`src/rtl/level_sequencer.sv`:
```
// level_sequencer: game-flow controller between the menu/game-logic event
// sources and the VGA drawing blocks. Owns the level_index bus, fades the
// picture between levels with a per-frame brightness ramp, gates gameplay
// through play_enable and strobes load_level when a new map is committed.
//
// Optional feature macro: LEVEL_SEQ_FADE_EN
//   defined   - FADE_OUT/FADE_IN step brightness by FADE_STEP per frame_start
//   undefined - FADE_OUT/FADE_IN last one cycle each, brightness stays 255
//
// Ports:
//   Clk, Reset_n  - clock, asynchronous active-low reset
//   frame_start   - one-cycle pulse per frame
//   select_key    - cycle menu level selection (MENU only)
//   start_key     - start selected level (MENU only, beats select_key)
//   game_won/lost - outcome pulses (PLAY only, lost beats won)
//   level_index   - current level for background/map rendering
//   brightness    - colour scale, 255 = full, 0 = black
//   play_enable   - high only in PLAY
//   load_level    - one-cycle strobe while level_index is committed (LOAD)
//   result_win    - outcome of last game
//   seq_state     - MENU=0 FADE_OUT=1 LOAD=2 FADE_IN=3 PLAY=4 RESULT=5
module level_sequencer #(
    parameter int NUM_LEVELS    = 3,
    parameter int FADE_STEP     = 32,
    parameter int RESULT_FRAMES = 60
) (
    input  logic       Clk,
    input  logic       Reset_n,
    input  logic       frame_start,
    input  logic       select_key,
    input  logic       start_key,
    input  logic       game_won,
    input  logic       game_lost,
    output logic [2:0] level_index,
    output logic [7:0] brightness,
    output logic       play_enable,
    output logic       load_level,
    output logic       result_win,
    output logic [2:0] seq_state
);

    localparam int             CW         = $clog2(RESULT_FRAMES + 1);
    localparam logic [CW-1:0]  LAST_FRAME = CW'(RESULT_FRAMES - 1);
    localparam logic [2:0]     LAST_LEVEL = 3'(NUM_LEVELS - 1);

    typedef enum logic [2:0] {
        MENU     = 3'd0,
        FADE_OUT = 3'd1,
        LOAD     = 3'd2,
        FADE_IN  = 3'd3,
        PLAY     = 3'd4,
        RESULT   = 3'd5
    } state_t;

    state_t        state, next_state;
    logic [2:0]    target_level;
    logic          target_play;
    logic [CW-1:0] frame_cnt;
    logic          fade_out_done, fade_in_done;
    logic          play_enable_d, load_level_d;

`ifdef LEVEL_SEQ_FADE_EN
    localparam logic [7:0] STEP = 8'(FADE_STEP);
    logic [8:0] bright_sum;
    logic [7:0] bright_inc, bright_dec;

    // 9-bit sum so the ramp up saturates at 255 instead of wrapping
    assign bright_sum    = {1'b0, brightness} + {1'b0, STEP};
    assign bright_inc    = bright_sum[8] ? 8'hFF : bright_sum[7:0];
    assign bright_dec    = (brightness > STEP) ? (brightness - STEP) : 8'd0;
    assign fade_out_done = frame_start && (bright_dec == 8'd0);
    assign fade_in_done  = frame_start && (bright_inc == 8'hFF);
`else
    assign fade_out_done = 1'b1;
    assign fade_in_done  = 1'b1;
`endif

    assign seq_state = state;

    // state register
    always_ff @(posedge Clk or negedge Reset_n) begin
        if (!Reset_n) state <= MENU;
        else          state <= next_state;
    end

    // next-state logic
    always_comb begin
        next_state = state;
        case (state)
            MENU:     if (start_key)     next_state = FADE_OUT;
            FADE_OUT: if (fade_out_done) next_state = LOAD;
            LOAD:                        next_state = FADE_IN;
            FADE_IN:  if (fade_in_done)  next_state = target_play ? PLAY : MENU;
            PLAY:     if (game_lost || game_won) next_state = RESULT;
            RESULT:   if (frame_start && frame_cnt == LAST_FRAME) next_state = FADE_OUT;
            default:                     next_state = MENU;
        endcase
    end

    // output decode; registered below so outputs line up with seq_state
    always_comb begin
        play_enable_d = (next_state == PLAY);
        load_level_d  = (next_state == LOAD);
    end

    always_ff @(posedge Clk or negedge Reset_n) begin
        if (!Reset_n) begin
            level_index  <= 3'd0;
            brightness   <= 8'hFF;
            play_enable  <= 1'b0;
            load_level   <= 1'b0;
            result_win   <= 1'b0;
            target_level <= 3'd0;
            target_play  <= 1'b0;
            frame_cnt    <= '0;
        end else begin
            play_enable <= play_enable_d;
            load_level  <= load_level_d;
            // counter only runs in RESULT, so it is clear on every entry
            if (state != RESULT) frame_cnt <= '0;

            case (state)
                MENU: begin
                    if (start_key) begin
                        target_level <= level_index;
                        target_play  <= 1'b1;
                    end else if (select_key) begin
                        level_index <= (level_index == LAST_LEVEL) ? 3'd0 : level_index + 3'd1;
                    end
                end
`ifdef LEVEL_SEQ_FADE_EN
                FADE_OUT: if (frame_start) brightness <= bright_dec;
                FADE_IN:  if (frame_start) brightness <= bright_inc;
`endif
                PLAY: begin
                    if (game_lost)     result_win <= 1'b0;
                    else if (game_won) result_win <= 1'b1;
                end
                RESULT: begin
                    if (frame_start) begin
                        frame_cnt <= frame_cnt + CW'(1);
                        if (frame_cnt == LAST_FRAME) begin
                            if (!result_win) begin
                                target_level <= level_index;
                                target_play  <= 1'b0;
                            end else if (level_index == LAST_LEVEL) begin
                                target_level <= 3'd0;
                                target_play  <= 1'b0;
                            end else begin
                                target_level <= level_index + 3'd1;
                                target_play  <= 1'b1;
                            end
                        end
                    end
                end
                default: ;
            endcase

            // commit the map on the edge entering LOAD so level_index and
            // load_level are both valid during the LOAD cycle
            if (next_state == LOAD) level_index <= target_level;
        end
    end

endmodule
```
`config.mk`:
```
export PLATFORM = sky130hd
export DESIGN_NAME = level_sequencer
export DESIGN_NICKNAME = d
export VERILOG_FILES = /design/src/rtl/level_sequencer.sv
export SDC_FILE = /design/constraint.sdc
export NUM_CORES = 1
export LEC_CHECK = 0
export BUFFER_PORTS_ARGS = -buffer_cell sky130_fd_sc_hd__buf_2
export CAP_MARGIN = 20
export CORE_ASPECT_RATIO = 0.7
export CORE_MARGIN = 2
export CORE_UTILIZATION = 56
export CTS_BUF_LIST = sky130_fd_sc_hd__clkbuf_8 sky130_fd_sc_hd__clkbuf_16
export DETAILED_ROUTE_END_ITERATION = 10
export PLACE_DENSITY = 0.89
export SLEW_MARGIN = 20
export SYNTH_ARGS = -nofsm -noshare
export SYNTH_HDL_FRONTEND = slang
export SYNTH_SLANG_ARGS = --single-unit
```
`constraint.sdc`:
```
create_clock -name Clk -period 3.6 [get_ports Clk]
set_clock_uncertainty 0.15 [all_clocks]
set_input_delay 0.9 -clock Clk [delete_from_list [all_inputs] [get_ports Clk]]
set_output_delay 0.9 -clock Clk [all_outputs]
set_load 0.05 [all_outputs]
```
==> reports/metrics.cfg, run 1 <==
[logic_synthesis]
ys_seq_area_share_pct = 44.1
ys.warnings.count = 8
synth_ff_type = dfrtp_1
synth.top_cell.area_share_pct = 44.1
postSynth.asyncResetShare_pct = 100
most_frequent_cell_after_synthesis = dfrtp_1
post_synth_main_area_contributors = dfrtp_1, buf_4, mux2_4
netlist.top_cell.by_area = dfrtp_1
mappedNetlistArea_sq_mm = 0.00108
synth.top_cells.by_count = dfrtp_1, nor2_1, buf_4
avgSynthCellArea_sq_um = 10.5
synth_edf_count = 0
gate_count_post_synth = 103
synth-seq-cells = 19
yosysUniqueCellTypes = 31

[global_routing]
grtUsageTotal_pct = 17.4
grt_overflow = 0
grt_first_pass_wirelength_um = 2900
grt_pass1_vias = 631
antenna_violations_before_repair = 0
pin_count_of_the_biggest_net_entering_global_routing = 20

[critical_path]
cp_top_family = flip-flops
critical_path.max_stage_delay_ns = 0.64
critPathCaptureType = primary output
worst_path_max_delay_cell = dfrtp_1
path_buf_inv = 1
cp_data_required_time_ns = 2.55
cp_cell_sequence = buf_2
path_depth = 1
worstPathArrival_ns = 1.25
critical_path_peak_fanout = 12
critPathLaunchType = flip-flop
criticalPathCategory = reg2out
worst_reg2reg_path_depth = 4

[clock_tree]
postCtsSetupBuffers = 0
cts.sinks = 19
htreeDepth = 1
worst_setup_hold_path_clk_slew_ns = 0.07
tritoncts = built
cts-resized-gates = 0
cts-buffers-inserted = 3
cts_max_path_buffers = 2
worstSkewPairLatency_ns = 0.26
root_buffer = clkbuf_8
holdBufCountCts = 0

[drt]
detailroute.via_count = 775
routed_wire_length_per_instance_um = 13.6
drcViolationCount = 0
drt_wl_total_um = 1890
routed_via_density = 5.58
drt_pass1_iterations = 4
route.antenna.remaining_nets = 0
drt_first_iter_violations = 19

[floorplan]
fp.coreArea_sq_mm = 0.00184
io-pin-count = 24
die-width_um = 56.4
initial_core_util_pct = 58.6
die_area_sq_mm = 0.00230
floorplan.rows = 13
fp.dieH_um = 40.7

[cells_and_area]
instances_no_fill = 139
layout.nets = 126
end_of_flow_core_utilization_pct = 63.1
diodes = 0
layout-drive-gt1-share_pct = 23.9
synthToLayoutAreaGrowth_pct = 7.67

[power]
cell_internal_pwr_w = 0.000523
max-vdd-ir-drop_mv = 0.580
power-per-cell-area_mw_per_mm2 = 870
total_switching_power_w = 0.000486
power.share.sequential_pct = 38.7
final_total_pwr_w = 0.00101
switching_share_pct = 48.2
pwr-share-comb_pct = 46.6
clockPowerShare_pct = 14.7
cellLeakagePower_nw = 0.542

[timing]
timing.setup.tns_ns = 0
setup_viol = 0
maximum_frequency_from_static_timing_analysis_mhz = 434
post-route-period-util_pct = 63.9
period_needed_ns = 2.30
fin_worst_hold_slack_ns = 0.346
rsz0062_at_grt = false
timing_hold_violations_final = 0
finalMaxSlewViolations = 0

[placed_design]
place_inst = 135
io_buffer_count = 15
detailed_place_hpwl_um = 1370
place.gp.congestion = 0.858

[min_path]
hold_path.class = reg2reg
hold_depth = 2

[outcome]
run_status = finished, final reports clean

[flow_run]
maxCapViolations = 0

[kinds of logic (layout without fill, tap and decap cells)]
family          after synthesis  count (layout)  share of synthesized area (%)
compound gates               17              17                           9.87
xor+xnor                      7               7                           5.69
fa+ha+maj                     1               1                           1.16
buf+inv                      15              22                           9.64
flops                        19              19                           44.1
mux                           7               7                           8.36
other cells                   1               8                          0.348
simple gates                 36              36                           20.8
[metrics by stage]
| step | area (sq um) | worst slack, ns |
|---|---|---|
| 2_1_floorplan | 1100 | 1.57 |
| 3_3_place_gp | 1110 | 1.53 |
| 3_5_place_dp | 1110 | 1.50 |
| 4_1_cts | 1160 | 1.29 |
| 5_1_grt | 1160 | 1.22 |
| 6_report | 1160 | 1.30 |
[power groups by stage]
| stage | sequential (W) | combinational [W] | clock, W |
|---|---|---|---|
| floorplan | 0.000488 | 0.000296 | 0 |
| global placement | 0.000388 | 0.000456 | 0 |
| detailed placement | 0.000391 | 0.000467 | 0 |
| CTS | 0.000389 | 0.000470 | 0.000151 |
| global route | 0.000406 | 0.000498 | 0.000161 |
| finish | 0.000391 | 0.000470 | 0.000149 |
[layout make-up]
| type | count | area, sq um |
|---|---|---|
| clock buffer | 3 | 41.3 |
| clock inverter | 1 | 5.00 |
| fill | 139 | 678 |
| inverter | 3 | 11.3 |
| multi-input combinational | 76 | 524 |
| sequential | 19 | 475 |
| tap | 22 | 27.5 |
| timing repair buffer | 15 | 75.1 |
[layer usage]
metal	GRT usage, %	up-vias	wire [um]
li1	-	368	-
met1	23.1	380	901
met2	27.9	25	869
met3	5.68	2	98
met4	5.36	0	19
met5	0	-	0
[path summary, 6_finish.rpt]
| kind | from | to | slack (ns) |
|---|---|---|---|
| setup / recovery | seq_state[2] | seq_state[2] | 1.30 |
| max in group asynchronous | Reset_n | target_level[1] | 2.59 |
| setup reg to reg | seq_state[0] | target_level[1] | 1.83 |
| min in group asynchronous | Reset_n | frame_cnt[0] | 0.42 |
| hold reg to reg | target_level[0] | level_index[0] | 0.35 |
| hold / removal | target_level[0] | level_index[0] | 0.35 |
[sequential cells by signal, summed over array words and instances, names as in the netlist]
name and count:
frame_cnt 6, load_level 1, result_win 1, play_enable 1
target_level 3, seq_state 3, level_index 3, target_play 1
[layout by cell type, fill, tap and decap left out, types with 3 or more instances in the layout]
cell type and instances:
nand4_1 4, buf_2 15, mux2i_1 3, nand2_1 6, o21ai_0 7, nand3b_1 3
dfrtp_1 19, mux2_4 4, xnor2_1 4, conb_1 8, inv_1 3, clkbuf_8 3
a21oi_1 4, xor2_1 3, nor2_1 10
Note: power is estimated with default switching activity, not from simulation.
==> run 2: changes to the inputs <==
--- a/config.mk
+++ b/config.mk
@@ -5,14 +5,15 @@
 export SDC_FILE = /design/constraint.sdc
 export NUM_CORES = 1
 export LEC_CHECK = 0
+export ABC_AREA = 1
 export BUFFER_PORTS_ARGS = -buffer_cell sky130_fd_sc_hd__buf_2
 export CAP_MARGIN = 20
 export CORE_ASPECT_RATIO = 0.7
 export CORE_MARGIN = 2
-export CORE_UTILIZATION = 56
+export CORE_UTILIZATION = 52
 export CTS_BUF_LIST = sky130_fd_sc_hd__clkbuf_8 sky130_fd_sc_hd__clkbuf_16
 export DETAILED_ROUTE_END_ITERATION = 10
-export PLACE_DENSITY = 0.89
+export PLACE_DENSITY = 0.84
 export SLEW_MARGIN = 20
 export SYNTH_ARGS = -nofsm -noshare
 export SYNTH_HDL_FRONTEND = slang
==> constraint.sdc (replaced) <==
create_clock -name Clk -period 2.3 [get_ports Clk]
set_clock_uncertainty 0.15 [all_clocks]
set_input_delay 0.575 -clock Clk [delete_from_list [all_inputs] [get_ports Clk]]
set_output_delay 0.575 -clock Clk [all_outputs]
set_load 0.05 [all_outputs]
==> run 2 against run 1 <==
Against the previous run: register-to-register slack got worse by 1.1 ns; via count rose by 19%; clock power rose by 56%; non-clock buffer count did not move; global-route usage rose by 1.8 points; first-iteration DRC count rose by 74%; synthesized cell count rose by 42%; cell area fell by 0.11%; critical endpoint is now level_index[1].
==> reports/metrics.cfg, run 2 <==
[outcome]
run_status = finished, final reports clean

[timing]
period_needed_ns = 1.75
timing.setup.tns_ns = 0  ; unchanged
fin_worst_hold_slack_ns = 0.0875  ; -0.258 ns
rsz0062_at_grt = false
finalMaxSlewViolations = 0  ; unchanged
timing_hold_violations_final = 0  ; unchanged
maximum_frequency_from_static_timing_analysis_mhz = 570
setup_viol = 0  ; unchanged
final_critical_path_setup_slack_ns = 0.546  ; -0.752 ns
post-route-period-util_pct = 76.3

[drt]
route.antenna.remaining_nets = 0  ; unchanged
drcViolationCount = 0  ; unchanged
drt_pass1_iterations = 5  ; +1
routed_wire_length_per_instance_um = 10.7  ; -21%
drt_wl_total_um = 2000  ; +5.7%
routed_via_density = 4.96  ; -11%
drt_first_iter_violations = 33  ; +14
detailroute.via_count = 922  ; +19%

[floorplan]
floorplan.rows = 13  ; unchanged
fp.dieH_um = 41.5  ; +1.9%
fp.coreArea_sq_mm = 0.00187  ; +1.8%
die-width_um = 57.5  ; +2.0%
die_area_sq_mm = 0.00239  ; +3.9%
initial_core_util_pct = 55.8  ; -2.8 points
io-pin-count = 24  ; unchanged

[global_routing]
pin_count_of_the_biggest_net_entering_global_routing = 20  ; unchanged
grt.met1_usage_pct = 25.7  ; +2.6 points
antenna_violations_before_repair = 0  ; unchanged
grt_util_met3_pct = 6.54  ; +0.86 points
grtUsageMet2_pct = 28.2  ; +0.27 points
grt_pass1_vias = 841  ; +33%
grtUsageTotal_pct = 19.2  ; +1.8 points
grt_first_pass_wirelength_um = 3510  ; +21%
grt.busiest_layer = met2
grt_overflow = 0  ; unchanged

[critical_path]
cp_top_family = flip-flops
critPathCaptureType = primary output
criticalPathCategory = reg2out
reg2reg_slack_ns = 0.75  ; -1.08 ns
cp_cell_sequence = buf_2
critical_path.max_stage_delay_ns = 0.46  ; -0.18 ns
cp_data_required_time_ns = 1.57  ; -0.98 ns
worstPathArrival_ns = 1.03  ; -0.22 ns
critPathLaunchType = flip-flop
worst_path_max_delay_cell = dfrtp_1
critical_path_peak_fanout = 7  ; -5
path_buf_inv = 1  ; unchanged

[logic_synthesis]
netlist.top_cell.by_area = dfrtp_1
synth.top_cell.area_share_pct = 45.6  ; +1.4 points
synth_edf_count = 0  ; unchanged
postSynth.asyncResetShare_pct = 100  ; unchanged
gate_count_post_synth = 146  ; +42%
ys.warnings.count = 8  ; unchanged
mappedNetlistArea_sq_mm = 0.00104  ; -3.1%
avgSynthCellArea_sq_um = 7.15  ; -32%
synth-seq-cells = 19  ; unchanged
most_frequent_cell_after_synthesis = nand2_1
synth.top_cells.by_count = nand2_1, dfrtp_1, inv_1, nor2_1
ys_seq_area_share_pct = 45.6  ; +1.4 points
post_synth_main_area_contributors = dfrtp_1, nand2_1, inv_1
yosysUniqueCellTypes = 15  ; -52%
synth_ff_type = dfrtp_1

[cells_and_area]
layout_common_cells = nand2_1, inv_1, nor2_1, dfrtp_1, buf_2
diodes = 0  ; unchanged
synthToLayoutAreaGrowth_pct = 11.0
layout.nets = 173  ; +37%
layout-drive-gt1-share_pct = 11.6  ; -12 points
end_of_flow_core_utilization_pct = 61.9  ; -1.2 points
register_with_the_highest_flop_count = frame_cnt
largest_register_ffs = 6  ; unchanged
mostFrequentLayoutCell = nand2_1

[power]
pwr-share-comb_pct = 48.3  ; +1.7 points
total_switching_power_w = 0.000737  ; +52%
cellLeakagePower_nw = 0.674  ; +24%
max-vdd-ir-drop_mv = 0.988  ; +71%
final_total_pwr_w = 0.00146  ; +45%
clockPowerShare_pct = 15.9  ; +1.2 points
power-per-cell-area_mw_per_mm2 = 1260  ; +45%
power.share.sequential_pct = 35.8  ; -2.9 points
cell_internal_pwr_w = 0.000724  ; +38%
switching_share_pct = 50.4  ; +2.3 points

[clock_tree]
cts_max_path_buffers = 2  ; unchanged
holdBufCountCts = 0  ; unchanged
worst_setup_hold_path_clk_slew_ns = 0.07  ; about the same
htreeDepth = 1  ; unchanged
root_buffer = clkbuf_8
cts-buffers-inserted = 3  ; unchanged
cts-resized-gates = 0  ; unchanged
postCtsSetupBuffers = 0  ; unchanged
cts.sinks = 19  ; unchanged
worstSkewPairLatency_ns = 0.26  ; about the same
tritoncts = built

[placed_design]
detailed_place_hpwl_um = 1530  ; +12%
dp_slack_ns = 0.771  ; -0.726 ns
place.gp.congestion = 0.769  ; -10%
io_buffer_count = 15  ; unchanged

[min_path]
hold_path.class = in2async

[flow_run]
maxCapViolations = 0  ; unchanged

==> run 2: changes by cell type after synthesis, sizes merged, moves of 4 or more <==
cell	delta
nor2	+9
xnor2	-4
mux2	-4
inv	+16
nand3	+8
nand2	+44
buf	-4
==> run 2: final timing paths <==
path | start | to | cells after the start
worst min register to register | frame_cnt[4] | frame_cnt[4] | 1
worst max-delay path | level_index[1] | level_index[1] | 1
worst max register to register | seq_state[0] | level_index[2] | 6
min in group Clk | frame_cnt[4] | frame_cnt[4] | 1
worst min-delay path | Reset_n | frame_cnt[1] | 1
max in group asynchronous | Reset_n | target_level[1] | 1
==> run 2: area by class of cell <==
class | count | area (sq um)
Clock buffer | 3 | 41.3
Clock inverter | 1 | 5.00
Fill cell | 163 | 712
Inverter | 19 | 71.3
Multi-Input combinational cell | 107 | 463
Sequential cell | 19 | 475
Tap cell | 22 | 27.5
Timing Repair Buffer | 15 | 75.1
==> run 2: power groups by stage <==
stage	logic, W	clock network [W]	registers (W)
finish	0.000706	0.000233	0.000522
global route	0.000783	0.000252	0.000532
CTS	0.000703	0.000241	0.000519
detailed placement	0.000701	0	0.000527
global placement	0.000690	0	0.000520
floorplan	0.000350	0	0.000725
==> run 2: cell families after synthesis <==
family	count (synthesis)	synth area share [%]
adder cells (fa/ha/maj)	1	1.20
other	1	0.359
AO/OA/AOI/OAI	16	8.63
AND/OR/NAND/NOR	82	31.7
buffers and inverters	27	12.6
flip-flops	19	45.6
==> run 2: through the flow <==
step	std cells	area (sq um)
global route	186	1160
global placement	182	1110
finish	186	1160
floorplan	153	1070
CTS	186	1160
detailed placement	182	1110
==> run 2: layer usage <==
metal  share of wire (%)  vias to the layer above  routed length, um
met5                   0                        -                  0
met3                 7.1                        6                141
met1                  45                      404                897
li1                    -                      475                  -
met4                 1.5                        0                 29
met2                  46                       37                928
